**config.mk**
```make
export PLATFORM = sky130hd
export DESIGN_NAME = end_screen_sequencer
export DESIGN_NICKNAME = d
export VERILOG_FILES = /design/src/rtl/vga_pkg.sv /design/src/rtl/end_screen_sequencer_step_timer.sv /design/src/rtl/end_screen_sequencer.sv
export SDC_FILE = /design/constraint.sdc
export NUM_CORES = 1
export LEC_CHECK = 0
export ABC_AREA = 1
export CORE_ASPECT_RATIO = 0.6
export CORE_MARGIN = 2
export CORE_UTILIZATION = 50
export DETAILED_ROUTE_END_ITERATION = 16
export PLACE_DENSITY = 0.77
export SKIP_CTS_REPAIR_TIMING = 1
export SLEW_MARGIN = 25
export SYNTH_ARGS = -nofsm -noshare
export SYNTH_HDL_FRONTEND = slang
export SYNTH_SLANG_ARGS = --single-unit
```
**constraint.sdc**
```tcl
create_clock -name clk -period 1.5 [get_ports clk]
set_input_delay 0.375 -clock clk [delete_from_list [all_inputs] [get_ports clk]]
set_output_delay 0.375 -clock clk [all_outputs]
set_load 0.03 [all_outputs]
```
**src/rtl/vga_pkg.sv**
```systemverilog
// Shared VGA-path types and constants: banner selection codes, the
// end-screen FSM state type and the scroll arithmetic helper.
package vga_pkg;

  localparam int unsigned SCREEN_ROWS = 480;
  localparam int unsigned SCREEN_COLS = 640;

  typedef enum logic [1:0] {
    BANNER_NONE = 2'b00,
    BANNER_WIN  = 2'b01,
    BANNER_LOSE = 2'b10
  } banner_sel_t;

  typedef enum logic [1:0] {
    ES_PLAY,
    ES_SCROLL,
    ES_HOLD,
    ES_RELEASE
  } end_state_t;

  // One scroll step towards stop; compared in 13 bits so the row never wraps.
  function automatic logic [11:0] scroll_step(input logic [11:0] row,
                                              input logic [11:0] stop,
                                              input logic [11:0] step);
    if (13'(row) > 13'(stop) + 13'(step)) return row - step;
    else return stop;
  endfunction

endpackage

```
**src/rtl/end_screen_sequencer_step_timer.sv**
```systemverilog
// Free-running divider producing a one-cycle tick every TERM_CNT clocks;
// clear holds the count at zero.
module step_timer #(
  parameter int unsigned TERM_CNT = 1000000
) (
  input  logic clk,
  input  logic rst_n,
  input  logic clear,
  output logic tick
);

  localparam int unsigned CW = (TERM_CNT > 1) ? $clog2(TERM_CNT) : 1;
  localparam logic [CW-1:0] LAST = CW'(TERM_CNT - 1);

  logic [CW-1:0] cnt_q, cnt_d;

  assign tick = !clear && (cnt_q == LAST);

  always_comb begin
    cnt_d = cnt_q + CW'(1);
    if (clear || tick) cnt_d = '0;
  end

  always_ff @(posedge clk or negedge rst_n) begin
    if (!rst_n) cnt_q <= '0;
    else        cnt_q <= cnt_d;
  end

endmodule

```
**src/rtl/end_screen_sequencer.sv**
```systemverilog
// End-of-game banner sequencer: latches win/lose, freezes play, scrolls the
// banner up to its rest row, holds it, then releases on restart.
module end_screen_sequencer
  import vga_pkg::*;
#(
  parameter int unsigned START_ROW  = 480,
  parameter int unsigned STOP_ROW   = 120,
  parameter int unsigned BANNER_COL = 195,
  parameter int unsigned STEP_PX    = 3,
  parameter int unsigned STEP_CLKS  = 1000000,
  parameter int unsigned HOLD_STEPS = 32
) (
  input  logic        clk,
  input  logic        rst,
  input  logic        win_evt,
  input  logic        lose_evt,
  input  logic        restart,
  output logic [1:0]  banner_sel,
  output logic [11:0] banner_row,
  output logic [11:0] banner_col,
  output logic        game_freeze,
  output logic        game_reset,
  output logic        busy
);

  localparam int unsigned HW = (HOLD_STEPS > 0) ? $clog2(HOLD_STEPS + 1) : 1;
  localparam logic [HW-1:0] HOLD_LAST = HW'(HOLD_STEPS);

  end_state_t    state_q, state_d;
  banner_sel_t   sel_q, sel_d;
  logic [11:0]   row_q, row_d;
  logic [HW-1:0] hold_q, hold_d;
  logic          freeze_q, freeze_d;
  logic          greset_q, greset_d;
  logic          busy_q, busy_d;
  logic          tick;
  logic          timer_clr;

  // Holding the timer clear for all of PLAY guarantees a zero count on SCROLL entry.
  assign timer_clr = (state_q == ES_PLAY);

  step_timer #(
    .TERM_CNT(STEP_CLKS)
  ) u_step_timer (
    .clk  (clk),
    .rst_n(rst),
    .clear(timer_clr),
    .tick (tick)
  );

  always_comb begin
    state_d = state_q;
    sel_d   = sel_q;
    row_d   = row_q;
    hold_d  = hold_q;
    unique case (state_q)
      ES_PLAY: begin
        if (lose_evt) begin
          state_d = ES_SCROLL;
          sel_d   = BANNER_LOSE;
        end else if (win_evt) begin
          state_d = ES_SCROLL;
          sel_d   = BANNER_WIN;
        end
      end
      ES_SCROLL: begin
        if (tick) begin
          if (row_q == 12'(STOP_ROW)) begin
            state_d = ES_HOLD;
            hold_d  = '0;
          end else begin
            row_d = scroll_step(row_q, 12'(STOP_ROW), 12'(STEP_PX));
          end
        end
      end
      ES_HOLD: begin
        if (tick && (hold_q != HOLD_LAST)) hold_d = hold_q + HW'(1);
        if (restart && (hold_q == HOLD_LAST)) state_d = ES_RELEASE;
      end
      ES_RELEASE: begin
        state_d = ES_PLAY;
        sel_d   = BANNER_NONE;
        row_d   = 12'(START_ROW);
      end
      default: state_d = ES_PLAY;
    endcase
    freeze_d = (state_d != ES_PLAY);
    busy_d   = (state_d != ES_PLAY);
    greset_d = (state_d == ES_RELEASE);
  end

  always_ff @(posedge clk or negedge rst) begin
    if (!rst) begin
      state_q  <= ES_PLAY;
      sel_q    <= BANNER_NONE;
      row_q    <= 12'(START_ROW);
      hold_q   <= '0;
      freeze_q <= 1'b0;
      greset_q <= 1'b0;
      busy_q   <= 1'b0;
    end else begin
      state_q  <= state_d;
      sel_q    <= sel_d;
      row_q    <= row_d;
      hold_q   <= hold_d;
      freeze_q <= freeze_d;
      greset_q <= greset_d;
      busy_q   <= busy_d;
    end
  end

  assign banner_sel  = sel_q;
  assign banner_row  = row_q;
  assign banner_col  = 12'(BANNER_COL);
  assign game_freeze = freeze_q;
  assign game_reset  = greset_q;
  assign busy        = busy_q;

endmodule
```
# [Word-level counts from Yosys, hierarchy flattened]
# Cells that the tools add are included.
[totals] regBits=44 latchBits=0 ram_bits=0 rom_bits=0 inputBits=5 out_inout_bits=29 elab_cells=55 mem_count=0
[op_classes] addsub=3 mul=0 div_mod_pow=0 n_lt_le_gt_ge=1 eq_ne=13 shifts=0 muxes=18 bitwise=0 n_reduce_logical=13
[op_table] cell="$mux 12" count=3
[op_table] cell="$pmux 12 s2" count=1
[op_table] cell="$add 20x1->20 const B" count=1
[op_table] cell="$eq 20x20->1 const B" count=1
[op_table] cell="$mux 20" count=1
[op_table] cell="$mux 6" count=3
[op_table] cell="$mux 2" count=7
[op_table] cell="$eq 12x7->1 const B" count=1
[op_table] cell="$gt 12x7->1 const B" count=1
[op_table] cell="$pmux 6 s2" count=1
[op_table] cell="$sub 12x2->12 const B" count=1
[op_table] cell="$ne 2x2->1 const B" count=4
[op_table] cell="$pmux 2 s4" count=1
[op_table] cell="$reduce_bool 2->1" count=4
[op_table] cell="$add 6x1->6 const B" count=1
[op_table] cell="$eq 2x2->1 const B" count=3
[op_table] cell="$eq 6x6->1 const B" count=1
[op_table] cell="$ne 6x6->1 const B" count=1
[op_table] cell="$pmux 2 s2" count=1
[op_table] cell="$reduce_and 4->1" count=1
[op_table] cell="$logic_and 1x1->1" count=3
[op_table] cell="$ne 3x3->1 const B" count=1
[op_table] cell="$reduce_and 3->1" count=1
[op_table] cell="$eq 2x1->1 const B" count=1
[op_table] cell="4 further kinds" count=4

# [Logic depth before layout (Yosys ltp)]
[depth] word_depth=6 depth_mapped=10 ltp_nobuf=10

# [Modules after synthesis]
# From an unflattened synthesis, not the netlist that was laid out.
[hier_totals] cells_unflattened=357 hier_area_um2=2834.0
[by_module_without_submodules] mod="end_screen_sequencer" n_inst=1 cells_each=198 area_per_inst_um2=1629.1 seq_area_each_um2=605.6
[by_module_without_submodules] mod="step_timer" n_inst=1 cells_each=159 area_per_inst_um2=1204.9 seq_area_each_um2=500.5

# [Least setup slack after synthesis]
# Ideal clock, no wire load.
[synth_path] kind="register to register" start="register row_q[0], in the netlist banner_row[0]" end="register busy_q, in the netlist busy" setup_ns=0.127 t_arrival_ns=1.597 required_ns=1.373 path_slack_ns=-0.224 path_stages_with_launch=9 path_buffers=0 period_less_slack_ns=1.724 cell_sequence="dfrtp_1 inv_1 ha_1 nand3_1 nor2_1 and2_1 nand3_2 nand2_1 or2_2"
[synth_via] elab_chain_cells=5
[synth_lines] item="start, declared" line_no="end_screen_sequencer.sv:31" text="logic [11:0] row_q, row_d;"
[synth_lines] item="start signal, assigned" line_no="end_screen_sequencer.sv:96" text="row_q <= 12'(START_ROW);"
[synth_lines] item="start signal, assigned" line_no="end_screen_sequencer.sv:104" text="row_q <= row_d;"
[synth_lines] item="$eq 12x7->1" line_no="end_screen_sequencer.sv:68" text="if (row_q == 12'(STOP_ROW)) begin"
[synth_lines] item="$mux 2" line_no="end_screen_sequencer.sv:68"
[synth_lines] item="$mux 2" line_no="end_screen_sequencer.sv:67" text="if (tick) begin"
[synth_lines] item="$pmux 2 s4" line_no="end_screen_sequencer.sv:56" text="unique case (state_q)"
[synth_lines] item="net state_d[1]" line_no="end_screen_sequencer.sv:29" text="end_state_t state_q, state_d;"
[synth_lines] item="$reduce_bool 2->1" line_no="end_screen_sequencer.sv:88" text="busy_d = (state_d != ES_PLAY);"
[synth_lines] item="net busy_d" line_no="end_screen_sequencer.sv:35" text="logic busy_q, busy_d;"
[synth_lines] item="end signal, assigned" line_no="end_screen_sequencer.sv:108" text="busy_q <= busy_d;"
[synth_lines] item="end, declared" line_no="end_screen_sequencer.sv:35"
# The timed path passes the listed nets, and every way through them passes these cells.
# A chain may end at the register's enable or synchronous reset.

# [Worst setup path after layout]
[layout_path] start="register u_step_timer.cnt_q[0]" end="register u_step_timer.cnt_q[16]"
[layout_via] elab_chain_cells=4 word_cells_on_any_way=5 classes_between="1 x add/sub; 1 x eq/ne; 1 x mux; 2 x reduce/logical"
[layout_lines] item="start, declared" line_no="end_screen_sequencer_step_timer.sv:15" text="logic [CW-1:0] cnt_q, cnt_d;"
[layout_lines] item="start signal, assigned" line_no="end_screen_sequencer_step_timer.sv:26" text="else cnt_q <= cnt_d;"
[layout_lines] item="parallel branches: the longest is 3 deep, another holds $add 20x1->20"
[layout_lines] item="$mux 20 *" line_no="end_screen_sequencer_step_timer.sv:21" text="if (clear || tick) cnt_d = '0;"
[layout_lines] item="net u_step_timer.cnt_d[16]" line_no="end_screen_sequencer_step_timer.sv:15"
# Mark *: on every way through the listed nets, which the timed path passes.

==> key figures <==
Outcome
  – Run status: complete, but fails checks
  – Violations in the final reports: setup timing

Run
  – Max-cap violations: 0

Global routing
  – Total global-route track usage: 0.224
  – Antenna violations before repair: 0
  – Global route hottest layer: met1
  – Overall overflow remaining after global route: 0
  – Met1 demand-to-capacity share in global routing: 0.339
  – Maximum number of pins on one net before global-route repair: 45
  – Global-route wire length before repair: 10.3 mm
  – Via count of the first global-routing pass: 2,227
  – Met3 Track Usage GR: 0.0433
  – GR Layer Usage met2: 0.336

Routing
  – Via density per instance: 5.30
  – Total Wirelength: 7.54 mm
  – DR pass1 iterations: 5
  – Final ANT Viol Nets: 0
  – Total via count after detailed routing: 2,721
  – Initial DRC Count: 246
  – Residual DRC: 0
  – WL per Instance: 14.7 µm

Synth
  – Synthesized area per cell: 7.62 µm²
  – Prevailing post-synth register cell: sky130_fd_sc_hd__dfrtp_1
  – Top area cells in the synthesized netlist: sky130_fd_sc_hd__dfrtp_1 (38%), sky130_fd_sc_hd__nand2_1 (8.1%), sky130_fd_sc_hd__nor2_1 (7.3%)
  – Synthesis warning total: 0
  – Count of flip-flops with a built-in enable after synthesis: 0
  – Share of the synthesized area in the top cell type: 0.381
  – Simple-gate share of the synthesized area: 0.306
  – Share of synthesized cell area in full adder, half adder and majority cells: 0.0238
  – Post-Synth XOR/XNOR Area: 0.0200
  – Number of cells produced by synthesis: 345
  – Main combinational cell family by area after synthesis: simple AND/OR/NAND/NOR gates
  – Yosys top cell by area: sky130_fd_sc_hd__dfrtp_1
  – Post-synthesis sequential element count: 44
  – Synthesized-area fraction occupied by ao, oa, aoi and oai cells: 0.111
  – Multiplexer share of the synthesized area: 0
  – Synthesized cell area: 2630 µm²
  – Proportion of synthesized chip area in sequential cells: 0.421
  – Share of flip-flops with an asynchronous set or reset: 1.00
  – Count of different cell masters after synthesis: 34

Place
  – Detailed placer's ending HPWL: 4.91 mm
  – Setup slack after placement: -0.212 ns
  – Instance area after placement: 3350 µm²
  – Count of input and output buffers: 21
  – Count of placed standard cells including taps: 492
  – Placer Congestion: 0.894

Die
  – Die extent in y: 60.2 µm
  – Chip width: 97.6 µm
  – Die area: 5880 µm²
  – Site row count: 20
  – Area of the core region: 5050 µm²
  – Number of primary I/O pins: 34
  – Starting utilization of the core area: 0.520

Setup path
  – Origin of the worst setup path: u_step_timer.cnt_q[0]
  – Critical-path maximum fanout: 4
  – Delay of the slowest cell on the worst path: 0.41 ns
  – Worst setup slack for register-to-register paths: -0.19 ns
  – Logic depth of the worst register-to-register path: 11
  – WS Path Type: reg -> reg
  – Sum of buffers and inverters on the critical path: 1
  – Startpoint types: flip-flop
  – Slowest cell on the critical path: sky130_fd_sc_hd__dfrtp_1
  – CP arrival: 1.88 ns
  – Cell family contributing the most delay on the critical path: simple AND/OR/NAND/NOR gates
  – Cell occurring most often along the worst timing path: sky130_fd_sc_hd__nor2_4
  – Required time of the critical path: 1.69 ns
  – Worst reg2reg path endpoint: u_step_timer.cnt_q[16]
  – Critical path endpoint category: flip-flop
  – Critical register-to-register path startpoint: u_step_timer.cnt_q[0]
  – CP Cell Sequence: ha_4 > nand2_4 > nor2_4 > buf_6 > nand2_4 > nor2_4 > nand2_2 > nor2_4 > nand2_1 > o21ai_2 > nor2_1

Power
  – Leakage power: 2.08 nW
  – Largest voltage drop on the vdd net: 0.574 mV
  – Power Density: 517 nW/µm²

Layout
  – Number of standard cells in the final layout excluding fillers: 513
  – Final std cell area, no fill: 3980 µm²
  – Final net count: 456
  – P&R area growth vs syn: 51.4%
  – Number of inserted filler cells in the final layout: 317
  – Number of antenna repair diodes: 0
  – Proportion of layout cells with a drive suffix above 1: 0.434

STA
  – Part of the cycle the worst path needs: 1.13
  – Max Clock Skew: 0.00913 ns
  – Fin. Hold Viols: 0
  – Final period demand of the worst path: 1.69 ns
  – Setup repair after global routing missed its margin: yes
  – Maximum clock frequency: 592 MHz
  – Final setup viols: 35
  – Pins over their slew limit: 0
  – Worst setup margin: -0.190 ns

Clocking
  – Clock latency on the worst-skew pair: 0.30 ns
  – H-tree depth: 2
  – Number of clock sinks: 44
  – Worst-case clock buffer depth: 2
  – Clock Pin Slew Worst Setup and Hold Paths: 0.09 ns
  – CTS tree: built
  – Cell chosen for the clock root: sky130_fd_sc_hd__clkbuf_8
  – Number of buffers created by CTS: 5

Worst hold path
  – Classification of the worst-slack hold path: in -> async
## cell usage after synthesis (2+ instances only)
| master | count |
|---|---|
| sky130_fd_sc_hd__a211oi_1 | 2 |
| sky130_fd_sc_hd__a21oi_1 | 19 |
| sky130_fd_sc_hd__buf_4 | 13 |
| sky130_fd_sc_hd__conb_1 | 2 |
| sky130_fd_sc_hd__dfrtp_1 | 40 |
| sky130_fd_sc_hd__dfstp_2 | 4 |
| sky130_fd_sc_hd__ha_1 | 5 |
| sky130_fd_sc_hd__inv_1 | 46 |
| sky130_fd_sc_hd__inv_2 | 2 |
| sky130_fd_sc_hd__nand2_1 | 57 |
| sky130_fd_sc_hd__nand2_2 | 7 |
| sky130_fd_sc_hd__nand3_1 | 29 |
| sky130_fd_sc_hd__nand3_2 | 3 |
| sky130_fd_sc_hd__nand4_1 | 5 |
| sky130_fd_sc_hd__nor2_1 | 51 |
| sky130_fd_sc_hd__nor2_2 | 4 |
| sky130_fd_sc_hd__nor2_4 | 4 |
| sky130_fd_sc_hd__nor3_1 | 9 |
| sky130_fd_sc_hd__o21a_1 | 2 |
| sky130_fd_sc_hd__o21ai_0 | 19 |
| sky130_fd_sc_hd__o22ai_1 | 2 |
| sky130_fd_sc_hd__o31ai_1 | 3 |
| sky130_fd_sc_hd__xor2_1 | 6 |
## worst reg2reg max path: stages, from the launching register on
cell,delay [ns]
sky130_fd_sc_hd__dfrtp_1,0.41
sky130_fd_sc_hd__ha_4,0.16
sky130_fd_sc_hd__nand2_4,0.05
sky130_fd_sc_hd__nor2_4,0.14
sky130_fd_sc_hd__buf_6,0.13
sky130_fd_sc_hd__nand2_4,0.05
sky130_fd_sc_hd__nor2_4,0.11
sky130_fd_sc_hd__nand2_2,0.11
sky130_fd_sc_hd__nor2_4,0.14
sky130_fd_sc_hd__nand2_1,0.10
sky130_fd_sc_hd__o21ai_2,0.11
sky130_fd_sc_hd__nor2_1,0.06
## layout by cell type (no fill, tap or decap), types with 2 or more instances in the layout
| cell type | instances |
|---|---|
| sky130_fd_sc_hd__nand3_4 | 2 |
| sky130_fd_sc_hd__a21oi_1 | 7 |
| sky130_fd_sc_hd__conb_1 | 12 |
| sky130_fd_sc_hd__clkinv_2 | 2 |
| sky130_fd_sc_hd__ha_1 | 3 |
| sky130_fd_sc_hd__nand2_2 | 12 |
| sky130_fd_sc_hd__dlymetal6s2s_1 | 9 |
| sky130_fd_sc_hd__ha_4 | 2 |
| sky130_fd_sc_hd__dfrtp_2 | 2 |
| sky130_fd_sc_hd__xor2_1 | 6 |
| sky130_fd_sc_hd__nand3_2 | 5 |
| sky130_fd_sc_hd__clkbuf_8 | 6 |
| sky130_fd_sc_hd__nand4_1 | 5 |
| sky130_fd_sc_hd__dfrtp_1 | 38 |
| sky130_fd_sc_hd__o21ai_1 | 2 |
| sky130_fd_sc_hd__inv_1 | 40 |
| sky130_fd_sc_hd__a211oi_2 | 2 |
| sky130_fd_sc_hd__nand3_1 | 25 |
| sky130_fd_sc_hd__dfstp_2 | 4 |
| sky130_fd_sc_hd__buf_6 | 22 |
| sky130_fd_sc_hd__buf_4 | 62 |
| sky130_fd_sc_hd__nand2_4 | 7 |
| sky130_fd_sc_hd__clkdlybuf4s50_1 | 3 |
| sky130_fd_sc_hd__nor3_1 | 7 |
| sky130_fd_sc_hd__o21ai_0 | 7 |
| sky130_fd_sc_hd__nand2_1 | 46 |
| sky130_fd_sc_hd__nor2_1 | 37 |
| sky130_fd_sc_hd__o21a_1 | 2 |
| sky130_fd_sc_hd__nor3_2 | 2 |
| sky130_fd_sc_hd__o21ai_2 | 11 |
| sky130_fd_sc_hd__o31ai_2 | 2 |
| sky130_fd_sc_hd__a21oi_2 | 12 |
| sky130_fd_sc_hd__nor2_4 | 12 |
| sky130_fd_sc_hd__inv_2 | 4 |
| sky130_fd_sc_hd__o22ai_2 | 2 |
| sky130_fd_sc_hd__nor2_2 | 10 |
| sky130_fd_sc_hd__inv_4 | 2 |
## sequential cells by signal (all words and copies together) (netlist names)
register            flops
u_step_timer.cnt_q     20
banner_row             12
hold_q                  6
banner_sel              2
state_q                 2
busy                    1
game_reset              1
## worst max path at each step
stage	end	cells past startpoint
finish	u_step_timer.cnt_q[16]	11
global placement	banner_row[10]	10
CTS	banner_row[1]	2
detailed placement	banner_row[11]	10
global route	u_step_timer.cnt_q[16]	11
floorplan	banner_row[10]	10
## area by class of cell
type	count	area, µm²	area share
clock buffers	6	82.6	0.0207
clock inverters	2	10.0	0.00251
flip-flops and latches	44	1110	0.278
well taps	66	82.6	0.0207
inverters	48	194	0.0487
repair buffers	98	881	0.221
multi-input cells	249	1620	0.408
## per-stage QoR
stage / hold WS (ns) / utilization / power, mW / TNS (ns)
2_1_floorplan: 0.0794 / - / 1.27 / -0.291
3_3_place_gp: 0.371 / 0.663 / 1.29 / -4.29
3_5_place_dp: 0.381 / 0.663 / 1.29 / -5.26
4_1_cts: 0.0551 / 0.682 / 2.07 / -8.30
5_1_grt: 0.0590 / 0.788 / 2.12 / -8.10
6_report: 0.0467 / 0.788 / 2.06 / -3.76
## kinds of logic after synthesis
group,Yosys count
other,2
flip-flops,44
buffers and inverters,63
AO/OA/AOI/OAI,52
adder cells (fa/ha/maj),5
AND/OR/NAND/NOR,173
XOR/XNOR,6
## power breakdown
part	total (mW)	switching [mW]	internal, mW
clock network	0.792	0.423	0.369
logic	0.0803	0.0655	0.0148
registers	1.19	0	1.19
total	2.06	0.489	1.57
## routing by layer
layer  vias up  wire length [µm]
li1       1301                 -
met3        20               499
met1      1289              3520
met4         0               115
met5         -                 0
met2       111              3400
(Power assumes the default switching activity.)
